## config.mk

```make
export PLATFORM = sky130hd
export DESIGN_NAME = bldc_motor_emulator
export DESIGN_NICKNAME = d
export VERILOG_FILES = /design/src/rtl/bldc_emulator_pkg.sv /design/src/rtl/bldc_quadrature_gen.sv /design/src/rtl/bldc_motor_emulator.sv
export SDC_FILE = /design/constraint.sdc
export NUM_CORES = 1
export LEC_CHECK = 0
export ABC_AREA = 1
export BUFFER_PORTS_ARGS = -buffer_cell sky130_fd_sc_hd__buf_4
export CAP_MARGIN = 10
export CELL_PAD_IN_SITES_DETAIL_PLACEMENT = 2
export CELL_PAD_IN_SITES_GLOBAL_PLACEMENT = 2
export CORE_AREA = 2 2 85 87
export CTS_BUF_LIST = sky130_fd_sc_hd__clkbuf_2 sky130_fd_sc_hd__clkbuf_4 sky130_fd_sc_hd__clkbuf_8
export CTS_CLUSTER_SIZE = 24
export DETAILED_ROUTE_END_ITERATION = 10
export DIE_AREA = 0 0 87 89
export GPL_ROUTABILITY_DRIVEN = 0
export GPL_TIMING_DRIVEN = 0
export PLACE_DENSITY = 0.65
export SYNTH_ARGS = -nofsm -noshare
export SYNTH_HDL_FRONTEND = slang
export SYNTH_SLANG_ARGS = --single-unit
```

## constraint.sdc

```tcl
create_clock -name clk -period 5.05 [get_ports clk]
set_clock_uncertainty 0.05 [all_clocks]
set_input_delay 0.2525 -clock clk [delete_from_list [all_inputs] [get_ports clk]]
set_output_delay 0.2525 -clock clk [all_outputs]
set_load 0.005 [all_outputs]
```

## src/rtl/bldc_emulator_pkg.sv

```systemverilog
// Shared tables for the BLDC motor emulator: hall code per sector, forward
// drive pair per sector, quadrature Gray sequence and the sector width.
package bldc_emulator_pkg;

    localparam int SECTOR_W = 3;
    localparam logic [2:0] HALL_RESET = 3'b001;

    typedef struct packed {
        logic [2:0] high;
        logic [2:0] low;
    } drive_pair_t;

    function automatic logic [2:0] hall_of(input logic [SECTOR_W-1:0] s);
        case (s)
            3'd0:    return 3'b001;
            3'd1:    return 3'b011;
            3'd2:    return 3'b010;
            3'd3:    return 3'b110;
            3'd4:    return 3'b100;
            3'd5:    return 3'b101;
            default: return 3'b000;
        endcase
    endfunction

    // Forward commutation: phase driven high, phase driven low (bit0=A).
    function automatic drive_pair_t fwd_pair(input logic [SECTOR_W-1:0] s);
        case (s)
            3'd0:    return '{high: 3'b001, low: 3'b010};
            3'd1:    return '{high: 3'b001, low: 3'b100};
            3'd2:    return '{high: 3'b010, low: 3'b100};
            3'd3:    return '{high: 3'b010, low: 3'b001};
            3'd4:    return '{high: 3'b100, low: 3'b001};
            3'd5:    return '{high: 3'b100, low: 3'b010};
            default: return '{high: 3'b000, low: 3'b000};
        endcase
    endfunction

    // Quadrature {B,A} for position index 0..3; forward walks the index up.
    function automatic logic [1:0] gray_of(input logic [1:0] idx);
        case (idx)
            2'd0:    return 2'b00;
            2'd1:    return 2'b01;
            2'd2:    return 2'b11;
            default: return 2'b10;
        endcase
    endfunction

endpackage

```

## src/rtl/bldc_quadrature_gen.sv

```systemverilog
// Step prescaler and quadrature encoder sequencer. While step_en is high the
// prescaler runs 0..STEP_PERIOD-1; terminal count emits one step in dir.
// restart clears the prescaler without stepping (direction reversal).
// enc_hold freezes the enc output while the internal position keeps moving.
module bldc_quadrature_gen
    import bldc_emulator_pkg::*;
#(
    parameter int STEP_PERIOD = 16
) (
    input  logic       clk,
    input  logic       reset_n,
    input  logic       step_en,
    input  logic       restart,
    input  logic       dir,
    input  logic       enc_hold,
    output logic [1:0] enc,
    output logic       step
);

    localparam int PW = (STEP_PERIOD > 2) ? $clog2(STEP_PERIOD) : 1;

    logic [PW-1:0] presc;
    logic [1:0]    pos;
    logic [1:0]    pos_next;

    assign step     = step_en && !restart && (presc == PW'(STEP_PERIOD - 1));
    assign pos_next = step ? (dir ? pos + 2'd1 : pos - 2'd1) : pos;

    // Prescaler, position index and registered encoder output.
    always_ff @(posedge clk or negedge reset_n) begin
        if (!reset_n) begin
            presc <= '0;
            pos   <= 2'd0;
            enc   <= 2'b00;
        end else begin
            if (!step_en || restart || step)
                presc <= '0;
            else
                presc <= presc + 1'b1;
            pos <= pos_next;
            if (!enc_hold)
                enc <= gray_of(pos_next);
        end
    end

endmodule

```

## src/rtl/bldc_motor_emulator.sv

```systemverilog
// BLDC motor emulator: decodes the registered gate drive against the current
// sector, advances an emulated rotor and presents hall and quadrature outputs.
// Optional build macro HALL_FAULT_INJECT_EN adds the hall_disconnect input.
module bldc_motor_emulator
    import bldc_emulator_pkg::*;
#(
    parameter int STEP_PERIOD        = 16,
    parameter int ENC_STEPS_PER_HALL = 4
) (
    input  logic                clk,
    input  logic                reset_n,
    input  logic [2:0]          phaseH,
    input  logic [2:0]          phaseL,
`ifdef HALL_FAULT_INJECT_EN
    input  logic                hall_disconnect,
`endif
    output logic [2:0]          hall,
    output logic [1:0]          enc,
    output logic [SECTOR_W-1:0] sector,
    output logic                moving,
    output logic                dir,
    output logic                fault
);

    localparam int SUB_W = (ENC_STEPS_PER_HALL > 1) ? $clog2(ENC_STEPS_PER_HALL) : 1;
    localparam logic [SUB_W-1:0] SUB_LAST = SUB_W'(ENC_STEPS_PER_HALL - 1);

    logic [2:0]          ph_q;
    logic [2:0]          pl_q;
    logic [SUB_W-1:0]    sub;
    logic [SUB_W-1:0]    sub_next;
    logic [SECTOR_W-1:0] sector_next;
    logic                moving_q;
    logic                shoot;
    logic                drv_fwd;
    logic                drv_rev;
    logic                restart;
    logic                step;
    logic                disc;
    drive_pair_t         fp;

`ifdef HALL_FAULT_INJECT_EN
    assign disc = hall_disconnect;
`else
    assign disc = 1'b0;
`endif

    assign fp      = fwd_pair(sector);
    assign shoot   = |(ph_q & pl_q);
    assign drv_fwd = (ph_q == fp.high) && (pl_q == fp.low);
    assign drv_rev = (ph_q == fp.low) && (pl_q == fp.high);
    // Shoot-through and a latched fault both override a valid drive.
    assign moving  = (drv_fwd || drv_rev) && !shoot && !fault;
    // A reversal while already moving restarts the step period.
    assign restart = moving && moving_q && (drv_fwd != dir);

    bldc_quadrature_gen #(
        .STEP_PERIOD (STEP_PERIOD)
    ) u_quad (
        .clk      (clk),
        .reset_n  (reset_n),
        .step_en  (moving),
        .restart  (restart),
        .dir      (drv_fwd),
        .enc_hold (disc),
        .enc      (enc),
        .step     (step)
    );

    // Sub-position and sector advance on each encoder step.
    always_comb begin
        sub_next    = sub;
        sector_next = sector;
        if (step) begin
            if (drv_fwd) begin
                if (sub == SUB_LAST) begin
                    sub_next    = '0;
                    sector_next = (sector == SECTOR_W'(5)) ? '0 : sector + 1'b1;
                end else begin
                    sub_next = sub + 1'b1;
                end
            end else begin
                if (sub == '0) begin
                    sub_next    = SUB_LAST;
                    sector_next = (sector == '0) ? SECTOR_W'(5) : sector - 1'b1;
                end else begin
                    sub_next = sub - 1'b1;
                end
            end
        end
    end

    // Input stage, rotor position, direction, fault latch and hall output.
    always_ff @(posedge clk or negedge reset_n) begin
        if (!reset_n) begin
            ph_q     <= 3'b000;
            pl_q     <= 3'b000;
            sector   <= '0;
            sub      <= '0;
            dir      <= 1'b1;
            fault    <= 1'b0;
            moving_q <= 1'b0;
            hall     <= HALL_RESET;
        end else begin
            ph_q     <= phaseH;
            pl_q     <= phaseL;
            fault    <= fault | shoot;
            moving_q <= moving;
            if (moving)
                dir <= drv_fwd;
            sector   <= sector_next;
            sub      <= sub_next;
            hall     <= disc ? 3'b000 : hall_of(sector_next);
        end
    end

endmodule

```

==> flow_metrics.env, run 1 <==
export IMPL_status="complete, no violations"
export IMPL_crit_path_max_incr_delay_ps=590
export IMPL_cp_start_kind="flop"
export IMPL_ys_types=27
export IMPL_drcViolationCount=0
export IMPL_cp_top_family="simple AND/OR/NAND/NOR gates"
export IMPL_dieArea_um2=7743
export IMPL_cp_common_cell="nand2_2"
export IMPL_drive_gt1_share_pct=28.19
export IMPL_boundaryPins=19
export IMPL_powerDensity_nw_per_um2=183.2
export IMPL_ant_nets=0
export IMPL_r2r_cells=18
export IMPL_grt_pass1_vias=1521
export IMPL_hold_start="phaseH[0]"
export IMPL_synth_area_leaders="dfrtp_1, nand2_1, nand2_2"
export IMPL_cts_tree="yes"
export IMPL_wl_per_cell_um=13.58
export IMPL_ys_top_cells_by_count="nand2_1, dfrtp_1, inv_1"
export IMPL_p_leak_nw=0.9690
export IMPL_worstSkewPairLatency_ps=280
export IMPL_cts_buffers=3
export IMPL_dp_cells=302
export IMPL_cp_cell_sequence="nand2_2, clkinv_2, ha_1, inv_1, nor2_1, nand2_4, nand2_2, nand2_2, nand2_2, nand2_2, nor2_4, nand3_1, nand3_4, nand3_4, xor2_2, inv_1, ha_1, or2_2"
export IMPL_hold_class="in -> reg"
export IMPL_worstSetupEndpointType="flop"
export IMPL_post_cts_resized=0
export IMPL_maxCapViolations=0
export IMPL_use_met3_pct=1.385
export IMPL_grt_start_max_net_pins=26
export IMPL_num_vias=1415
export IMPL_period_minus_slack_ps=3134
export IMPL_totalWireLength_um=4169
export IMPL_coreArea_um2=6719
export IMPL_min_to="ph_q[0]$_DFF_PN0_"
export IMPL_setup_viol=0
export IMPL_detailedPlacementHpwl_um=3303
export IMPL_first_pass_iters=4
export IMPL_drv_slew=0
export IMPL_cp_data_required_time_ps=5160
export IMPL_rows=30
export IMPL_async_reset_ff_share_pct=100.0
export IMPL_cpMaxStageDelayCell="dfrtp_1"
export IMPL_grt_most_used_layer="met2"
export IMPL_avgSynthCellArea_um2=8.102
export IMPL_whs_path_depth=1
export IMPL_final_nets=242
export IMPL_cp_num_buf_inv=3
export IMPL_netlist_area_um2=1653
export IMPL_yosysWarnings=0
export IMPL_root_buffer="clkbuf_8"
export IMPL_grt_use_met1_pct=15.67
export IMPL_netlist_area_leader_share_pct=34.82
export IMPL_hold_violations=0
export IMPL_worst_path_max_fanout=10
export IMPL_synth_edf_count=0
export IMPL_rsz0062_at_grt="false"
export IMPL_critical_path_class="reg -> reg"
export IMPL_worst_slew_pin_slew_ps=390.8
export IMPL_clkTransAtPathRegs_ps=90
export IMPL_initial_core_util_pct=24.60
export IMPL_grt_usage_pct=11.96
export IMPL_die_h_um=89
export IMPL_antenna_found_initial=0
export IMPL_grt_pass1_wl_um=7369
export IMPL_clk_path_buf_depth=2
export IMPL_final_cells=307
export IMPL_reg2reg_from="sector[1]$_DFF_PN0_"
export IMPL_arrival_ps=3250
export IMPL_first_iter_violations=34
export IMPL_vias_per_cell=4.609
export IMPL_met2_usage_pct=20.82
export IMPL_max_freq_mhz=319.1
export IMPL_die_w_um=87
export IMPL_syn_nets=218
export IMPL_peakVddDrop_v=0.00009789
export IMPL_cts_sinks=25
export IMPL_synth_top_cell_by_area="dfrtp_1"
export IMPL_ys_flop_type="dfrtp_1"
export IMPL_area_growth_syn_to_layout_pct=17.64
export IMPL_htreeDepth=1
export IMPL_ys_ff_latch=25
export IMPL_slew_headroom_pct=73.95
export IMPL_rrSetupSlack_ps=1920
export IMPL_syn_inst=204
export IMPL_reg2reg_to="u_quad.enc[1]$_DFF_PN0_"
export IMPL_timing_final_crit_share_pct=62.06
export IMPL_grt_ovfl_total=0
export IMPL_yosysSeqAreaShare_pct=38.00
export IMPL_setup_tns_ps=0
export IMPL_diodes=0
export IMPL_io_buffers=18
export IMPL_synth_most_common_cell="nand2_1"
registers in the layout, summed over array words and instances (netlist names):
| name | flops |
|---|---|
| dir | 1 |
| fault | 1 |
| hall | 3 |
| moving_q | 1 |
| ph_q | 3 |
| pl_q | 3 |
| sector | 3 |
| sub | 2 |
| u_quad.enc | 2 |
| u_quad.pos | 2 |
| u_quad.presc | 4 |
worst max-delay path by stage:
stage | start | endpoint | slack [ps] | depth (start not counted)
5_1_grt | sector[1]$_DFF_PN0_ | u_quad.enc[1]$_DFF_PN0_ | 1660 | 18
6_report | sector[1]$_DFF_PN0_ | u_quad.enc[1]$_DFF_PN0_ | 1920 | 18
3_5_place_dp | sector[1]$_DFF_PN0_ | u_quad.enc[1]$_DFF_PN0_ | 1880 | 18
2_1_floorplan | sector[1]$_DFF_PN0_ | u_quad.enc[1]$_DFF_PN0_ | 2340 | 18
4_1_cts | sector[1]$_DFF_PN0_ | u_quad.enc[1]$_DFF_PN0_ | 1860 | 18
3_3_place_gp | sector[1]$_DFF_PN0_ | u_quad.enc[1]$_DFF_PN0_ | 1930 | 18
final cells by class:
class,instances,area (µm²)
Fill cell,783,4775
Multi-Input combinational cell,153,918.4
Sequential cell,25,628.1
Timing Repair Buffer,19,145.1
Tap cell,80,100.1
Inverter,25,95.09
Clock buffer,3,41.29
Buffer,1,11.26
Clock inverter,1,5.005
kinds of logic (layout without fill, tap and decap cells):
group	count (synthesis)	count (layout)	synth area share, %
and+or+nand+nor	127	127	42.54
buffers and inverters	26	49	6.434
DFF	25	25	38.00
AOI/OAI and AO/OA	13	13	4.314
xor gates and xnor gates	7	7	4.164
adders and majority gates	6	6	4.542
report_power, final:
group,switching [mW],internal (mW)
Clock,0.0687,0.0554
Sequential,0.00353,0.203
Combinational,0.0159,0.0100
Total,0.0882,0.268
cell usage in the layout, fill, tap and decap left out:
master | netlist | layout
a21oi_1 | 1 | 1
a22oi_1 | 2 | 2
buf_4 | 0 | 18
buf_6 | 1 | 1
clkbuf_8 | 0 | 3
clkinv_2 | 1 | 2
dfrtp_1 | 23 | 23
dfstp_2 | 2 | 2
dlygate4sd3_1 | 0 | 1
ha_1 | 6 | 6
inv_1 | 22 | 22
inv_2 | 2 | 2
nand2_1 | 49 | 49
nand2_2 | 16 | 16
nand2_4 | 5 | 5
nand3_1 | 20 | 20
nand3_2 | 4 | 4
nand3_4 | 3 | 3
nand4_1 | 8 | 8
nor2_1 | 14 | 14
nor2_2 | 4 | 4
nor2_4 | 1 | 1
nor2_8 | 1 | 1
nor3_1 | 1 | 1
o21ai_0 | 9 | 9
o22ai_1 | 1 | 1
or2_2 | 1 | 1
xnor2_1 | 3 | 3
xor2_1 | 3 | 3
xor2_2 | 1 | 1
through the flow:
step	power (mW)	setup WS [ps]	area [µm²]	hold WS (ps)	util (%)
after floorplan	0.2235	2338	1653	-93.09	-
after global placement	0.2362	1929	1888	129.9	28.10
after detailed placement	0.2367	1880	1888	134.5	28.10
after CTS	0.3640	1864	1944	18.63	28.94
after global routing	0.3735	1659	1944	14.65	28.94
final	0.3563	1916	1944	25.59	28.94
layer usage:
layer,vias up,routed length [µm],share of wire [%]
met5,-,0,0
met4,0,48,1.2
met3,5,91,2.2
met2,17,2066,50
met1,694,1963,47
li1,699,-,-
what timing repair did:
item | in CTS | in global routing
buffers inserted | 0 | 0
hold buffers | 1 | 0
hold endpoints to repair | 23 | 0
Note: power is estimated with default switching activity, not from simulation.
==> run 2, diff against run 1 <==
==> constraint.sdc (replaced) <==
create_clock -name clk -period 3 [get_ports clk]
set_clock_uncertainty 0.05 [all_clocks]
set_input_delay 0.15 -clock clk [delete_from_list [all_inputs] [get_ports clk]]
set_output_delay 0.15 -clock clk [all_outputs]
set_load 0.005 [all_outputs]
==> run 2 against run 1 <==
Against the previous run:
- critical path depth up 1
- combinational power up 100%
- power up 71%
- critical endpoint unchanged
- highest routed layer unchanged
==> flow_metrics.env, run 2 (synthesis results as in run 1) <==
export IMPL_status="complete, no violations"
export IMPL_grt_pass1_wl_um=7776
export IMPL_num_vias=1503
export IMPL_cp_start_kind="flop"
export IMPL_cpMaxStageDelayCell="dfrtp_1"
export IMPL_dieArea_um2=7743
export IMPL_totalWireLength_um=4611
export IMPL_timing_final_crit_share_pct=93.81
export IMPL_drv_slew=0
export IMPL_antenna_found_initial=0
export IMPL_max_freq_mhz=355.3
export IMPL_vias_per_cell=4.639
export IMPL_root_buffer="clkbuf_8"
export IMPL_hold_class="in -> async"
export IMPL_worstSkewPairLatency_ps=280
export IMPL_hold_violations=0
export IMPL_cp_startpoint="sector[0]$_DFF_PN0_"
export IMPL_initial_core_util_pct=24.60
export IMPL_ant_nets=0
export IMPL_worstSetupEndpointType="flop"
export IMPL_grt_start_max_net_pins=26
export IMPL_combPwrFrac_pct=8.7
export IMPL_coreArea_um2=6719
export IMPL_peakVddDrop_v=0.0001554
export IMPL_p_sw_share_pct=24.85
export IMPL_critical_path_class="reg -> reg"
export IMPL_clk_path_buf_depth=2
export IMPL_grt_usage_pct=12.76
export IMPL_period_minus_slack_ps=2814
export IMPL_p_seq_share_pct=57.0
export IMPL_slew_headroom_pct=77.83
export IMPL_layout_common_cells="nand2_1, buf_4, inv_1, dfrtp_1, nand3_1"
export IMPL_cp_data_required_time_ps=3110
export IMPL_htreeDepth=1
export IMPL_internal_power_uw=457.7
export IMPL_grt_pass1_vias=1576
export IMPL_cts_buffers=3
export IMPL_arrival_ps=2930
export IMPL_detailedPlacementHpwl_um=3303
export IMPL_setup_viol=0
export IMPL_cp_cell_sequence="buf_6, nand2_4, clkinv_2, ha_1, inv_2, nor2_2, nand2_4, nand2_2, nand2_1, nand2_1, nor2_4, nand3_4, nand2_4, nand3_4, nand3_4, xor2_2, inv_1, ha_1, or2_2"
export IMPL_area_growth_syn_to_layout_pct=28.39
export IMPL_first_iter_violations=16
export IMPL_rrSetupSlack_ps=190
export IMPL_diodes=0
export IMPL_p_switching_uw=151.4
export IMPL_final_nets=259
export IMPL_rows=30
export IMPL_worst_slew_pin_slew_ps=332.5
export IMPL_crit_end="u_quad.enc[1]$_DFF_PN0_"
export IMPL_reg2reg_to="u_quad.enc[1]$_DFF_PN0_"
export IMPL_layout_commonest_cell="nand2_1"
export IMPL_top_register="u_quad.presc"
export IMPL_r2r_cells=19
export IMPL_fillers=765
export IMPL_total_power_uw=609.1
export IMPL_die_w_um=87
export IMPL_p_leak_nw=1.068
export IMPL_powerDensity_nw_per_um2=287.0
export IMPL_drcViolationCount=0
export IMPL_die_h_um=89
export IMPL_largest_register_ffs=4
export IMPL_cts_tree="yes"
export IMPL_reg2reg_from="sector[0]$_DFF_PN0_"
export IMPL_maxCapViolations=0
export IMPL_drive_gt1_share_pct=32.79
export IMPL_place_ws_ps=-170.0
export IMPL_worst_path_max_fanout=9
export IMPL_crit_path_max_incr_delay_ps=400
export IMPL_io_buffers=18
export IMPL_cts_sinks=25
export IMPL_setup_slack_ps=185.8
export IMPL_grt_ovfl_total=0
export IMPL_clkTransAtPathRegs_ps=100
export IMPL_wl_per_cell_um=14.23
export IMPL_boundaryPins=19
export IMPL_p_clk_share_pct=34.3
export IMPL_first_pass_iters=4
## run 2: worst min path at each step
stage	end	slack, ps	cells after the start
3_3_place_gp	u_quad.presc[3]$_DFF_PN0_	30	1
3_5_place_dp	u_quad.presc[3]$_DFF_PN0_	30	1
4_1_cts	u_quad.presc[0]$_DFF_PN0_	260	2
2_1_floorplan	fault$_DFF_PN0_	-200	0
5_1_grt	u_quad.presc[3]$_DFF_PN0_	290	2
6_report	u_quad.presc[3]$_DFF_PN0_	250	2
## run 2: power by group through the flow
stage	Sequential (mW)	Combinational [mW]	Clock, mW
floorplan	0.352	0.0245	0
global placement	0.354	0.0437	0
detailed placement	0.354	0.0446	0
CTS	0.347	0.0534	0.220
global route	0.348	0.0595	0.229
finish	0.347	0.0530	0.209
## run 2: critical path, delay by kind of cell, from the launching register on
family                     cells  cell delay [ps]
xor gates and xnor gates       1              170
adders and majority gates      2              380
buffers and inverters          4              420
DFF                            1              400
and+or+nand+nor               12             1270
## run 2: stage by stage
step	setup TNS (ps)	utilization, %	area [µm²]	cells	hold slack, ps
finish	0	31.58	2122	324	252.5
global route	-0.2554	31.58	2122	324	288.9
CTS	0	30.63	2058	318	261.6
detailed placement	-284.1	28.10	1888	302	32.00
global placement	-176.8	28.10	1888	302	27.36
floorplan	0	-	1653	204	-195.6
## run 2: cell type report
| cell class | count | area, µm² | share of cell area, % |
|---|---|---|---|
| flip-flops and latches | 25 | 630.6 | 29.72 |
| well taps | 80 | 100.1 | 4.717 |
| clock inverters | 1 | 5.005 | 0.2358 |
| repair buffers | 36 | 300.3 | 14.15 |
| inverters | 25 | 97.59 | 4.599 |
| multi-input cells | 153 | 935.9 | 44.10 |
| clock buffers | 3 | 41.29 | 1.946 |
| plain buffers | 1 | 11.26 | 0.5307 |
## run 2: layer usage
layer	global-route usage (%)	up-vias	routed length (µm)
met1	16.29	753	2097
met5	0	-	0
met4	3.409	0	48
met3	1.385	5	99
met2	22.90	17	2366
li1	-	728	-
## run 2: timing repair
action                                  in CTS  in global routing
pin swaps                                    2                  4
buffers inserted                             5                  6
gates cloned                                 0                  0
gates resized for setup                      2                  6
hold buffers                                 7                  0
endpoints found under the setup margin       2                  2
hold endpoints to repair                    29                  0
